## config.mk

```make
export PLATFORM = sky130hd
export DESIGN_NAME = inspection_sequencer
export DESIGN_NICKNAME = d
export VERILOG_FILES = /design/src/rtl/inspection_pkg.sv /design/src/rtl/inspection_stats.sv /design/src/rtl/inspection_sequencer.sv
export SDC_FILE = /design/constraint.sdc
export NUM_CORES = 1
export LEC_CHECK = 0
export BUFFER_PORTS_ARGS = -buffer_cell sky130_fd_sc_hd__buf_2
export CAP_MARGIN = 5
export CORE_MARGIN = 2
export CORE_UTILIZATION = 35
export CTS_CLUSTER_DIAMETER = 120
export DETAILED_ROUTE_END_ITERATION = 12
export SYNTH_ARGS = -nofsm -noshare
export SYNTH_HDL_FRONTEND = slang
export SYNTH_SLANG_ARGS = --single-unit
```

## constraint.sdc

```tcl
create_clock -name clk -period 4.6 [get_ports clk]
set_input_delay 0.23 -clock clk [delete_from_list [all_inputs] [get_ports clk]]
set_output_delay 0.23 -clock clk [all_outputs]
set_load 0.02 [all_outputs]
```

## src/rtl/inspection_pkg.sv

```systemverilog
// Shared types for the inspection station sequencer.
// States, grades, sensor indices, statistics select codes.
package inspection_pkg;

  typedef enum logic [2:0] {
    IDLE,
    REQ_W,
    REQ_S,
    REQ_C,
    GRADE,
    HOLD,
    RELEASE
  } state_t;

  typedef enum logic [1:0] {
    LOW,
    MEDIUM,
    HIGH
  } grade_t;

  localparam int SNS_WEIGHT = 0;
  localparam int SNS_SIZE   = 1;
  localparam int SNS_COLOR  = 2;

  localparam logic [1:0] STAT_LOW    = 2'd0;
  localparam logic [1:0] STAT_MEDIUM = 2'd1;
  localparam logic [1:0] STAT_HIGH   = 2'd2;
  localparam logic [1:0] STAT_TOTAL  = 2'd3;

  // 3 passes HIGH, 2 MEDIUM, fewer LOW
  function automatic grade_t grade_of(
    input logic [2:0] flags
  );
    logic [1:0] n;
    n = {1'b0, flags[0]}
      + {1'b0, flags[1]}
      + {1'b0, flags[2]};
    if (n == 2'd3)
      grade_of = HIGH;
    else if (n == 2'd2)
      grade_of = MEDIUM;
    else
      grade_of = LOW;
  endfunction

endpackage

```

## src/rtl/inspection_stats.sv

```systemverilog
// Per-grade saturating part counters with a select mux.
// Ports: clk, rst (sync, high), inc_i/grade_i (one graded part),
//  stat_sel_i (low/medium/high/total), stat_count_o (combinational).
module inspection_stats
  import inspection_pkg::*;
#(
  parameter int CNT_W = 8
) (
  input  logic             clk,
  input  logic             rst,
  input  logic             inc_i,
  input  grade_t           grade_i,
  input  logic [1:0]       stat_sel_i,
  output logic [CNT_W-1:0] stat_count_o
);

  logic [CNT_W-1:0] cnt_low_q;
  logic [CNT_W-1:0] cnt_med_q;
  logic [CNT_W-1:0] cnt_high_q;
  logic [CNT_W-1:0] cnt_tot_q;

  function automatic logic [CNT_W-1:0] sat_inc(
    input logic [CNT_W-1:0] v
  );
    sat_inc = (&v) ? v : v + 1'b1;
  endfunction

  always_ff @(posedge clk) begin
    if (rst) begin
      cnt_low_q  <= '0;
      cnt_med_q  <= '0;
      cnt_high_q <= '0;
      cnt_tot_q  <= '0;
    end else if (inc_i) begin
      cnt_tot_q <= sat_inc(cnt_tot_q);
      unique case (grade_i)
        LOW:     cnt_low_q  <= sat_inc(cnt_low_q);
        MEDIUM:  cnt_med_q  <= sat_inc(cnt_med_q);
        HIGH:    cnt_high_q <= sat_inc(cnt_high_q);
        default: ;
      endcase
    end
  end

  always_comb begin
    stat_count_o = '0;
    unique case (stat_sel_i)
      STAT_LOW:    stat_count_o = cnt_low_q;
      STAT_MEDIUM: stat_count_o = cnt_med_q;
      STAT_HIGH:   stat_count_o = cnt_high_q;
      STAT_TOTAL:  stat_count_o = cnt_tot_q;
      default:     stat_count_o = '0;
    endcase
  end

endmodule

```

## src/rtl/inspection_sequencer.sv

```systemverilog
// Inspection station sequencer: polls weight/size/colour sensors, grades the part.
// Ports: clk, rst (sync, high), part_present_i, sensor_req_o[2:0], sensor_ack_i,
//  sensor_ok_i, busy_o, grade_valid_o, led_low/medium/high_o, eject_o, timeout_o,
//  stat_sel_i, stat_count_o. Define STATS_EN to build the grade counters.
module inspection_sequencer
  import inspection_pkg::*;
#(
  parameter int TIMEOUT_CYCLES = 255,
  parameter int HOLD_CYCLES    = 1000,
  parameter int TMR_W          = 16,
  parameter int CNT_W          = 8
) (
  input  logic             clk,
  input  logic             rst,
  input  logic             part_present_i,
  output logic [2:0]       sensor_req_o,
  input  logic             sensor_ack_i,
  input  logic             sensor_ok_i,
  output logic             busy_o,
  output logic             grade_valid_o,
  output logic             led_low_o,
  output logic             led_medium_o,
  output logic             led_high_o,
  output logic             eject_o,
  output logic             timeout_o,
  input  logic [1:0]       stat_sel_i,
  output logic [CNT_W-1:0] stat_count_o
);

  localparam logic [TMR_W-1:0] TO_LAST =
    TMR_W'(TIMEOUT_CYCLES - 1);
  localparam logic [TMR_W-1:0] HOLD_LAST =
    TMR_W'(HOLD_CYCLES - 1);

  state_t           state_q, state_d;
  state_t           req_next;
  logic [TMR_W-1:0] tmr_q, tmr_d;
  logic [2:0]       flags_q, flags_d;
  logic [2:0]       req_q, req_d;
  logic             to_q, to_d;
  logic             eject_q, eject_d;
  grade_t           grade_q, grade_d;
  logic             stat_inc;

  assign req_next =
    (state_q == REQ_W) ? REQ_S :
    (state_q == REQ_S) ? REQ_C : GRADE;

  always_ff @(posedge clk) begin
    if (rst) begin
      state_q <= IDLE;
      tmr_q   <= '0;
      flags_q <= '0;
      req_q   <= '0;
      to_q    <= 1'b0;
      eject_q <= 1'b0;
      grade_q <= LOW;
    end else begin
      state_q <= state_d;
      tmr_q   <= tmr_d;
      flags_q <= flags_d;
      req_q   <= req_d;
      to_q    <= to_d;
      eject_q <= eject_d;
      grade_q <= grade_d;
    end
  end

  always_comb begin
    state_d  = state_q;
    tmr_d    = tmr_q;
    flags_d  = flags_q;
    to_d     = to_q;
    grade_d  = grade_q;
    eject_d  = 1'b0;
    stat_inc = 1'b0;
    unique case (state_q)
      IDLE: begin
        if (part_present_i) begin
          state_d = REQ_W;
          flags_d = '0;
          to_d    = 1'b0;
          tmr_d   = '0;
        end
      end
      // req_q is one-hot for the sensor being polled,
      // so it doubles as the flag write mask
      REQ_W, REQ_S, REQ_C: begin
        if (!part_present_i) begin
          state_d = IDLE;
          tmr_d   = '0;
        end else if (sensor_ack_i) begin
          flags_d = (flags_q & ~req_q)
                  | (req_q & {3{sensor_ok_i}});
          state_d = req_next;
          tmr_d   = '0;
        end else if (tmr_q == TO_LAST) begin
          flags_d = flags_q & ~req_q;
          to_d    = 1'b1;
          state_d = req_next;
          tmr_d   = '0;
        end else begin
          tmr_d = tmr_q + 1'b1;
        end
      end
      GRADE: begin
        grade_d  = grade_of(flags_q);
        eject_d  = (grade_d == LOW);
        stat_inc = 1'b1;
        state_d  = HOLD;
        tmr_d    = '0;
      end
      HOLD: begin
        if (tmr_q == HOLD_LAST) begin
          state_d = RELEASE;
          tmr_d   = '0;
        end else begin
          tmr_d = tmr_q + 1'b1;
        end
      end
      RELEASE: begin
        if (!part_present_i)
          state_d = IDLE;
      end
      default: state_d = IDLE;
    endcase
  end

  always_comb begin
    req_d             = '0;
    req_d[SNS_WEIGHT] = (state_d == REQ_W);
    req_d[SNS_SIZE]   = (state_d == REQ_S);
    req_d[SNS_COLOR]  = (state_d == REQ_C);
  end

  assign sensor_req_o  = req_q;
  assign busy_o        = (state_q != IDLE);
  assign grade_valid_o = (state_q == HOLD)
                      || (state_q == RELEASE);
  assign led_low_o     = grade_valid_o && (grade_q == LOW);
  assign led_medium_o  = grade_valid_o && (grade_q == MEDIUM);
  assign led_high_o    = grade_valid_o && (grade_q == HIGH);
  assign eject_o       = eject_q;
  assign timeout_o     = to_q;

`ifdef STATS_EN
  inspection_stats #(
    .CNT_W (CNT_W)
  ) u_stats (
    .clk          (clk),
    .rst          (rst),
    .inc_i        (stat_inc),
    .grade_i      (grade_d),
    .stat_sel_i   (stat_sel_i),
    .stat_count_o (stat_count_o)
  );
`else
  logic unused_stats;
  assign unused_stats = ^{stat_sel_i, stat_inc};
  assign stat_count_o = '0;
`endif

endmodule

```

==> Yosys cells after proc, flatten, opt, wreduce, memory -nomap -nowiden <==
Cells that the tools add are included.
W data, S select, Z words.
{ "totals": {"register_bits": 29, "mem_bits_ro": 0, "inputBits": 7, "output_inout_bits": 18, "latch_bits": 0, "n_memories": 0, "ramBits": 0, "wordCells": 78} }
{ "classes": {"n_reduce_logical": 15, "eq_ne": 20, "addsub": 3, "n_div": 0, "multipliers": 0, "bitwise": 5, "n_mux": 28, "n_lt_le_gt_ge": 0, "shifts": 0} }
{ "op_table": {"columns": ["op", "n"], "rows": [
  ["$mux W16", 5],
  ["$pmux W16 S4", 1],
  ["$mux W3", 12],
  ["$add A16 B1 Y16 const B", 1],
  ["$eq A16 B10 Y1 const B", 1],
  ["$eq A16 B8 Y1 const B", 1],
  ["$pmux W3 S5", 1],
  ["$eq A3 B2 Y1 const B", 4],
  ["$eq A3 B3 Y1 const B", 3],
  ["$ne A2 B2 Y1 const B", 4],
  ["$and A3 B3 Y3", 2],
  ["$eq A2 B2 Y1 const B", 3],
  ["$eq A3 B1 Y1 const B", 2],
  ["$pmux W3 S2", 1],
  ["$mux W1", 5],
  ["$reduce_and A5 Y1", 1],
  ["$logic_not A2 Y1", 2],
  ["$mux W2", 2],
  ["$reduce_and A4 Y1", 1],
  ["$reduce_bool A4 Y1", 1],
  ["$logic_and A1 B1 Y1", 3],
  ["$logic_not A3 Y1", 1],
  ["$ne A3 B3 Y1 const B", 1],
  ["$not A3 Y3", 1],
  ["other kinds (12)", 12]
]} }

==> Depth between registers and ports, before layout <==
Gate-level depths: netlist of the first run.
{ "logic_depth": {"depth_word": 8, "ltp_mapped": 8, "depth_no_buf": 7} }

==> Worst setup path before layout of the first run <==
OpenSTA, ideal clock, no wires.
{ "synth_path": {"path_type": "register -> output", "from": "reg state_q[1]", "to": "out led_medium_o", "path_slack_ns": 2.799, "stages_incl_launch_ff": 5, "arrival_time_ns": 1.571, "n_path_buf": 1, "t_required_ns": 4.370, "path_cell_list": "dfxtp_1 > clkbuf_1 > nor2b_1 > o21ai_0 > nor3b_1"} }
{ "synth_between": {"elab_chain_cells": 3, "elab_cells_between_ends": 4, "cone_classes": "eq/ne: 2; reduce/logical: 2"} }
{ "synth_rtl": {"columns": ["item", "line", "source"], "rows": [
  ["start: declaration", "inspection_sequencer.sv:35", "state_t state_q, state_d;"],
  ["start signal: assignment", "inspection_sequencer.sv:59", "state_q <= state_d;"],
  ["$eq A3 B3 Y1 (on tied branches)", "inspection_sequencer.sv:138, inspection_sequencer.sv:139", null],
  ["$logic_or A1 B1 Y1 *", "inspection_sequencer.sv:139", "|| (state_q == RELEASE);"],
  ["$logic_and A1 B1 Y1 *", "inspection_sequencer.sv:141", "assign led_medium_o = grade_valid_o && (grade_q == MEDIUM);"],
  ["end: declaration", "inspection_sequencer.sv:22", "output logic led_medium_o,"]
]} }
Mark *: on every way between the ends. The rest lies on a longest branch, timed or not.

==> Worst setup path after layout of the first run <==
Same ends and word-level chain as after synthesis.

==> results of run 1 <==
[stage by stage]
| stage | instances | setup slack, ps | utilization | hold slack [ps] | total power (W) |
|---|---|---|---|---|---|
| final | 246 | 2590 | 0.396 | 254 | 0.000493 |
| after global placement | 238 | 2630 | 0.378 | 463 | 0.000301 |
| after floorplan | 186 | 2800 | - | 384 | 0.000298 |
| after CTS | 246 | 2600 | 0.396 | 239 | 0.000502 |
| after global routing | 246 | 2440 | 0.396 | 265 | 0.000517 |
| after detailed placement | 238 | 2660 | 0.378 | 473 | 0.000301 |
[synthesized netlist by cell type (4+ instances only)]
cell / instances / area share
xnor2_1: 7 / 0.039
nand3_1: 8 / 0.026
o21ai_0: 6 / 0.019
nor2b_1: 4 / 0.016
nor2_1: 26 / 0.062
nand4_1: 7 / 0.028
dfxtp_1: 29 / 0.37
nor4_1: 4 / 0.016
a21oi_1: 6 / 0.019
nor3b_1: 6 / 0.029
xor2_1: 8 / 0.045
buf_4: 8 / 0.038
nand2_1: 11 / 0.026
inv_1: 8 / 0.019
[power by group]
group / internal (W) / switching (W) / leakage (nW)
sequential: 0.000254 / 0.00000399 / 0.234
combinational: 0.0000119 / 0.0000261 / 0.343
clock: 0.000107 / 0.0000895 / 0.0395
[critical path, cell delays in order, from the launching register on]
cell	delay (ps)
dfxtp_1	520
nor2b_1	290
o21ai_0	230
nor3b_1	250
buf_2	190
[metal layers]
metal,vias up,wire length (um),track usage
met1,556,1510,0.167
li1,640,-,-
met5,-,0,0
met2,23,1260,0.196
met3,5,143,0.0499
met4,0,70,0.0755
[final timing paths]
path                                 from                    endpoint  slack [ps]  depth (start not counted)
setup / recovery    state_q[1]$_SDFF_PP0_                led_medium_o        2590                          4
hold / removal                sensor_ok_i     flags_q[0]$_SDFFE_PP0P_         250                          3
setup reg to reg    tmr_q[0]$_SDFFE_PP0P_  sensor_req_o[0]$_SDFF_PP0_        2630                          7
hold reg to reg   flags_q[2]$_SDFFE_PP0P_     flags_q[2]$_SDFFE_PP0P_         480                          2
[final cells by class]
type | instances | area share
Multi-Input combinational cell | 135 | 0.518
Sequential cell | 29 | 0.339
Clock buffer | 8 | 0.0467
Timing Repair Buffer | 14 | 0.0409
Tap cell | 52 | 0.0380
Inverter | 8 | 0.0175
[sequential cells by signal, indices dropped and copies added, names as in the netlist]
name	count
eject_o	1
flags_q	3
grade_q	2
sensor_req_o	3
state_q	3
timeout_o	1
tmr_q	16
[layout by cell type (no fill, tap or decap), drive strengths merged, types with 3 or more instances in the layout]
cell	n
nor4	5
xor2	8
dfxtp	29
conb	8
nor2	26
o21ai	6
nand2	11
a21oi	7
inv	8
clkbuf	8
xnor2	7
and4	4
nor2b	4
nor3b	6
buf	14
nand3	8
nor3	3
nand4	7
[cell families after synthesis]
group,share of synthesized area
AND/OR/NAND/NOR,0.316
flip-flops,0.371
AO/OA/AOI/OAI,0.113
buffers and inverters,0.0777
XOR/XNOR,0.0841
adder cells (fa/ha/maj),0.0288
other,0.00240
multiplexers,0.00641
==> reports/qor.txt, run 1 <==
Slew margin rel. - 0.561
Post-route cell area - 1710 um2
Critical path endpoint category - primary output
Clk buf depth - 2
Routed WL per cell - 12.2 um
Crit Path Max Fanout - 11
CTS tree - built
Area of the multi-input gates - 887 um2
Main synth FF type - dfxtp_1
RSZ-0062 raised after global routing - no
Proportion of layout cells with a drive suffix above 1 - 0.144
Worst skew pair latency - 280 ps
Worst-margin pin slew - 657 ps
Remaining DRCs - 0
DR vias/cell - 4.98
Mapped Cells - 179
CTS buffer count - 5
Max IR drop VDD - 88.5 uV
CTS sink cnt - 29
Arr. time, crit path - 1780 ps
Initial Util - 0.361
Initial antenna violation count - 0
Final Critical Period - 2010 ps
Gr ovfl total - 0
Crit path kind - reg -> out
# fillers - 452
Final Max Slew Viols - 0
Pwr Density - 288 nW/um2
Remaining antenna violation count - 0
PostCTS Resize Cnt - 0
Die Y - 70.8 um
First-pass GRT wire length - 5.18 mm
Number of synthesized flops with an enable pin - 0
Seq/Total Area, Yosys - 0.371
Final cycle utilization of the critical path - 0.436
Seq. cell area - 581 um2
CTS root buffer - clkbuf_8
Die X - 70.8 um
GRT Util Overall - 0.133
Setup Viol. Count Final - 0
DR iter-0 viols - 83
Area of the die - 5020 um2
Final #Nets - 203
Post-CTS setup buffer count - 0
Setup TNS - 0 ps
Core Rows - 24
Mapped Area - 1560 um2
Vias in the first global route - 1130
Clock transition at path regs - 60 ps
Final Skew - 4.18 ps
FMAX - 498 MHz
Pleak - 0.617 nW
Final wirelength - 2.99 mm
Core ar. - 4320 um2
Avg Inst Size Synth - 8.73 um2
RePlAce Congestion - 0.757
Register bit total from synthesis - 29
CP required - 4370 ps
Area delta synth->final - 9.61%
Hold Crit Class - in -> reg
I/O pins - 25
Pin count of the biggest net entering global routing - 17
Post-CTS Hold Fix Bufs - 0
Antenna diode count - 0
Final Hold Vio Count - 0
Run status - finished clean
Drt pass-1 iters - 4
Synth cell types - 45
Max-cap violations - 0
Via count - 1224
Synth warn - 0
Dpl hpwl - 2.11 mm
Port Buf Inserts - 14
Placed cell area - 1630 um2
CP Launch Type - register
Post-synth ARST share - 0
# H-tree levels - 2
Note: power is estimated with default switching activity, not from simulation.
==> run 2: changes to the inputs <==
==> constraint.sdc (replaced) <==
create_clock -name clk -period 1.6 [get_ports clk]
set_input_delay 0.08 -clock clk [delete_from_list [all_inputs] [get_ports clk]]
set_output_delay 0.08 -clock clk [all_outputs]
set_load 0.02 [all_outputs]
==> reports/qor.txt, run 2 (synthesized netlist as in run 1, its figures left out) <==
Run status - finished with violations (was finished clean)
Violated checks - setup timing
Arr. time, crit path - 1900 ps (was 1780 ps)
CTS sink cnt - 29 (unchanged)
Max-cap violations - 0 (unchanged)
Via count - 1344 (was 1224)
Dpl hpwl - 2.38 mm (was 2.11 mm)
CTS tree - built (unchanged)
Pin count of the biggest net entering global routing - 17 (unchanged)
First-pass GRT wire length - 5.62 mm (was 5.18 mm)
Crit-path slowest cell - dfxtp_2 (was dfxtp_1)
Clock transition at path regs - 60 ps (about the same)
Initial Util - 0.361 (unchanged)
Final cycle utilization of the critical path - 1.05
GRT Util Overall - 0.142 (was 0.133)
Initial antenna violation count - 0 (unchanged)
Post-route cell area - 2030 um2 (was 1710 um2)
CTS root buffer - clkbuf_8 (unchanged)
DR vias/cell - 4.94 (was 4.98)
Routed WL per cell - 12.3 um (was 12.2 um)
Setup TNS - -915 ps (was 0 ps)
Core ar. - 4320 um2 (unchanged)
Vias in the first global route - 1223 (was 1130)
Pwr Density - 766 nW/um2 (was 288 nW/um2)
Antenna diode count - 0 (unchanged)
Post-CTS Hold Fix Bufs - 0 (unchanged)
Worst-margin pin slew - 520 ps (was 657 ps)
DR iter-0 viols - 24 (was 83)
Area of the die - 5020 um2 (unchanged)
Die X - 70.8 um (unchanged)
Port Buf Inserts - 14 (unchanged)
Setup Viol. Count Final - 20 (was 0)
Reg with most FFs - tmr_q (unchanged)
Tot Pwr - 0.00155 W (was 0.000493 W)
Pleak - 0.775 nW (was 0.617 nW)
CTS buffer count - 5 (unchanged)
CP max stage delay - 340 ps (was 520 ps)
Final Max Slew Viols - 0 (unchanged)
Proportion of layout cells with a drive suffix above 1 - 0.350 (was 0.144)
Drt pass-1 iters - 4 (unchanged)
CP required - 1810 ps (was 4370 ps)
Max FFs per register - 16 (unchanged)
FMAX - 593 MHz
Remaining DRCs - 0 (unchanged)
Final #Nets - 229 (was 203)
Remaining antenna violation count - 0 (unchanged)
Commonest non-fill, non-tap cell in the layout - dfxtp_1 (unchanged)
RePlAce Congestion - 0.841 (was 0.757)
Area delta synth->final - 29.9% (was 9.61%)
# fillers - 433 (was 452)
Crit Path Max Fanout - 8 (was 11)
Final Critical Period - 1690 ps
Crit path kind - reg -> reg (was reg -> out)
Placed cell area - 1820 um2 (was 1630 um2)
Core Rows - 24 (unchanged)
Critical path endpoint category - register (was primary output)
Final wirelength - 3.36 mm (was 2.99 mm)
Final non-filler cell total - 272 (was 246)
Clk buf depth - 2 (unchanged)
Max IR drop VDD - 313 uV (was 88.5 uV)
Critical path, cell by cell - inv_2 > ha_2 > nor3b_4 > a41oi_4 > nand3b_1 > a31o_4 > a211oi_2 (was nor2b_1 > o21ai_0 > nor3b_1 > buf_2)
Slew margin rel. - 0.653 (was 0.561)
CP Launch Type - register (unchanged)
# H-tree levels - 2 (unchanged)
Worst setup margin - -86.4 ps (was 2590 ps)
Hold Crit Class - in -> reg (unchanged)
Final Skew - 3.20 ps (was 4.18 ps)
Worst skew pair latency - 280 ps (about the same)
RSZ-0062 raised after global routing - yes (was no)
Gr ovfl total - 0 (unchanged)
Most frequent cells in the layout - dfxtp_1 (26), buf_4 (25), nor2_1 (22) (was dfxtp_1 (29), nor2_1 (26), buf_2 (14))
Die Y - 70.8 um (unchanged)
I/O pins - 25 (unchanged)
Final Hold Vio Count - 0 (unchanged)
Number of cells after detailed placement - 260 (was 238)
run 2: cell types whose count changed in the layout (fill, tap and decap cells not counted), sizes merged:
cell,before,now
a31o,1,2
buf,14,39
clkbuf,8,7
clkinv,0,1
run 2: what timing repair did:
action | CTS | global route
setup endpoints to repair | 24 | 27
pin swaps | 8 | 13
setup buffers | 1 | 2
gates cloned | 0 | 1
gates resized for setup | 11 | 12
run 2: per-stage QoR:
| stage | worst slack, ps | util | hold slack (ps) |
|---|---|---|---|
| CTS | -91.0 | 0.455 | 87.7 |
| global placement | -68.2 | 0.422 | 391 |
| finish | -86.4 | 0.469 | 97.1 |
| global route | -160 | 0.469 | 107 |
| floorplan | -50.9 | - | 234 |
| detailed placement | -97.9 | 0.422 | 391 |
run 2: final timing paths:
| path | from | to | slack (ps) | depth (start not counted) |
|---|---|---|---|---|
| max reg2reg | tmr_q[0]$_SDFFE_PP0P_ | tmr_q[1]$_SDFFE_PP0P_ | -90 | 7 |
| max | tmr_q[0]$_SDFFE_PP0P_ | tmr_q[1]$_SDFFE_PP0P_ | -90 | 7 |
| min reg2reg | flags_q[0]$_SDFFE_PP0P_ | flags_q[0]$_SDFFE_PP0P_ | 480 | 2 |
| min | sensor_ok_i | flags_q[2]$_SDFFE_PP0P_ | 100 | 3 |
run 2: power breakdown:
part / switching, W / total (W) / internal, W
logic: 0.0000956 / 0.000154 / 0.0000581
clock network: 0.000276 / 0.000664 / 0.000388
registers: 0.00000550 / 0.000737 / 0.000731
total: 0.000378 / 0.00155 / 0.00118
run 2: worst max-delay path, delay by kind of cell (launching register included):
| kind | cells | cell delay, ps |
|---|---|---|
| AOI/OAI and AO/OA | 3 | 750 |
| adders and majority gates | 1 | 160 |
| buffers and inverters | 1 | 30 |
| DFF | 1 | 340 |
| and+or+nand+nor | 2 | 330 |
run 2: layout make-up:
| cell class | instances | area [um2] | area share |
|---|---|---|---|
| inverter | 8 | 30.0 | 0.0148 |
| clock inverter | 1 | 5.00 | 0.00247 |
| clock buffer | 7 | 96.3 | 0.0475 |
| multi-input combinational | 136 | 991 | 0.488 |
| tap | 52 | 65.1 | 0.0321 |
| sequential | 29 | 584 | 0.288 |
| timing repair buffer | 39 | 258 | 0.127 |
run 2: metal layers:
layer  global-route usage  vias up  routed length [um]
met5                    0        -                   0
li1                     -      694                   -
met1                0.191      630                1670
met2                0.206       13                1520
met3               0.0427        7                  87
met4               0.0692        0                  80
==> run 3: changes to the inputs <==
--- a/config.mk
+++ b/config.mk
@@ -11,6 +11,8 @@
 export CORE_UTILIZATION = 35
 export CTS_CLUSTER_DIAMETER = 120
 export DETAILED_ROUTE_END_ITERATION = 12
+export GPL_TIMING_DRIVEN = 0
+export PLACE_DENSITY = 0.63
 export SYNTH_ARGS = -nofsm -noshare
 export SYNTH_HDL_FRONTEND = slang
 export SYNTH_SLANG_ARGS = --single-unit
==> reports/qor.txt, run 3 (synthesized netlist as in run 1, its figures left out) <==
Run status - finished with violations (unchanged)
Violated checks - setup timing (unchanged)
CP max stage delay - 390 ps (was 340 ps)
Crit-path slowest cell - nor4_4 (was dfxtp_2)
Final Critical Period - 1710 ps (was 1690 ps)
Final Skew - 4.36 ps (was 3.20 ps)
Initial antenna violation count - 0 (unchanged)
DR vias/cell - 5.01 (was 4.94)
Core ar. - 4320 um2 (unchanged)
First-pass GRT wire length - 5.65 mm (was 5.62 mm)
Proportion of layout cells with a drive suffix above 1 - 0.427 (was 0.350)
Setup Viol. Count Final - 20 (unchanged)
CTS buffer count - 5 (unchanged)
Remaining DRCs - 0 (unchanged)
Max FFs per register - 16 (unchanged)
Area delta synth->final - 37.2% (was 29.9%)
Final Max Slew Viols - 0 (unchanged)
RePlAce Congestion - 0.753 (was 0.841)
Via count - 1354 (was 1344)
Max IR drop VDD - 456 uV (was 313 uV)
Max layer used - met4 (unchanged)
Area of the die - 5020 um2 (unchanged)
Met3 wire length - 149 um (was 87 um)
Die Y - 70.8 um (unchanged)
Core Rows - 24 (unchanged)
Final cycle utilization of the critical path - 1.07 (was 1.05)
Critical path, cell by cell - nor4_4 > a41oi_4 > mux2i_1 > a211oi_2 > buf_4 > nor2_2 (was inv_2 > ha_2 > nor3b_4 > a41oi_4 > nand3b_1 > a31o_4 > a211oi_2)
Hold path depth - 3 (unchanged)
CTS root buffer - clkbuf_8 (unchanged)
Pleak - 0.783 nW (was 0.775 nW)
Final Hold Vio Count - 0 (unchanged)
Setup TNS - -1040 ps (was -915 ps)
CP top delay family - compound AO/OA/AOI/OAI gates (unchanged)
Hold Crit Class - in -> reg (unchanged)
Final wirelength - 3.41 mm (was 3.36 mm)
Antenna diode count - 0 (unchanged)
Clock transition at path regs - 60 ps (about the same)
Number of cells after detailed placement - 251 (was 260)
Vias in the first global route - 1228 (was 1223)
Remaining antenna violation count - 0 (unchanged)
RSZ-0062 raised after global routing - yes (unchanged)
Port Buf Inserts - 13 (was 14)
Reg with most FFs - tmr_q (unchanged)
Most frequent cells in the layout - nor2_1 (17), buf_4 (17), dfxtp_1 (17) (was dfxtp_1 (26), buf_4 (25), nor2_1 (22))
I/O pins - 25 (unchanged)
Critical path endpoint category - register (unchanged)
# H-tree levels - 2 (unchanged)
Routed WL per cell - 12.6 um (was 12.3 um)
Arr. time, crit path - 1870 ps (was 1900 ps)
Crit path kind - reg -> reg (unchanged)
Crit Path Max Fanout - 5 (was 8)
Pwr Density - 740 nW/um2 (was 766 nW/um2)
CP required - 1760 ps (was 1810 ps)
Dpl hpwl - 2.26 mm (was 2.38 mm)
Worst Reg-to-Reg Cells - 6 (was 7)
CP Depth - 6 (was 7)
Worst skew pair latency - 280 ps (about the same)
CP bufs+invs - 1 (unchanged)
Final non-filler cell total - 270 (was 272)
Metal1 wirelength - 1.49 mm (was 1.67 mm)
Pin count of the biggest net entering global routing - 11 (was 17)
Clk buf depth - 2 (unchanged)
GRT Util Overall - 0.146 (was 0.142)
Initial Util - 0.361 (unchanged)
Max-cap violations - 0 (unchanged)
DR iter-0 viols - 72 (was 24)
CTS tree - built (unchanged)
Drt pass-1 iters - 4 (unchanged)
DR WL met2 - 1.68 mm (was 1.52 mm)
Hold_ws - 107 ps (was 97.1 ps)
Worst setup margin - -111 ps (was -86.4 ps)
CTS sink cnt - 29 (unchanged)
CP Launch Type - register (unchanged)
Die X - 70.8 um (unchanged)
Gr ovfl total - 0 (unchanged)
FMAX - 584 MHz (was 593 MHz)
Final #Nets - 227 (was 229)
run 3: report_power, final:
group	total (W)	switching (W)	internal [W]
Sequential	0.000742	0.0000109	0.000731
Clock	0.000662	0.000274	0.000388
Combinational	0.000184	0.000102	0.0000812
Total	0.00159	0.000388	0.00120
run 3: cell type report:
class                   instances  area, um2
clock inverters                 1       5.00
well taps                      52       65.1
clock buffers                   7       96.3
fillers                       414       2180
plain buffers                  13        100
flip-flops and latches         29        598
multi-input cells             135       1080
repair buffers                 25        173
inverters                       8       30.0
run 3: layer usage:
layer,GRT usage,vias to the layer above
li1,-,684
met4,0.0964,0
met5,0,-
met3,0.0442,5
met2,0.221,26
met1,0.180,639
run 3: worst reg2reg max path, stage by stage (launching register included):
cell and delay [ps]:
dfxtp_2 340, nor4_4 390, a41oi_4 220, mux2i_1 170
a211oi_2 260, buf_4 180, nor2_2 30
run 3: path summary, 6_finish.rpt:
kind                           start                 endpoint  slack [ps]
min reg2reg  flags_q[1]$_SDFFE_PP0P_  flags_q[1]$_SDFFE_PP0P_         470
max reg2reg   tmr_q[13]$_SDFFE_PP0P_    state_q[1]$_SDFF_PP0_        -110
max           tmr_q[13]$_SDFFE_PP0P_    state_q[1]$_SDFF_PP0_        -110
min                      sensor_ok_i  flags_q[2]$_SDFFE_PP0P_         110
run 3: what timing repair did:
action	in CTS	in global routing
buffers inserted	7	5
endpoints found under the setup margin	28	27
hold endpoints to repair	0	0
gates resized for setup	35	32
gates cloned	1	0
hold buffers	0	0
pin swaps	18	8
run 3: through the flow:
stage	worst slack [ps]	util	cell area, um2	total power, W
floorplan	-50.9	-	1620	0.000863
global placement	-224	0.404	1750	0.000893
detailed placement	-233	0.404	1750	0.000894
CTS	-100	0.468	2020	0.00159
global route	-192	0.496	2140	0.00167
finish	-111	0.496	2140	0.00159
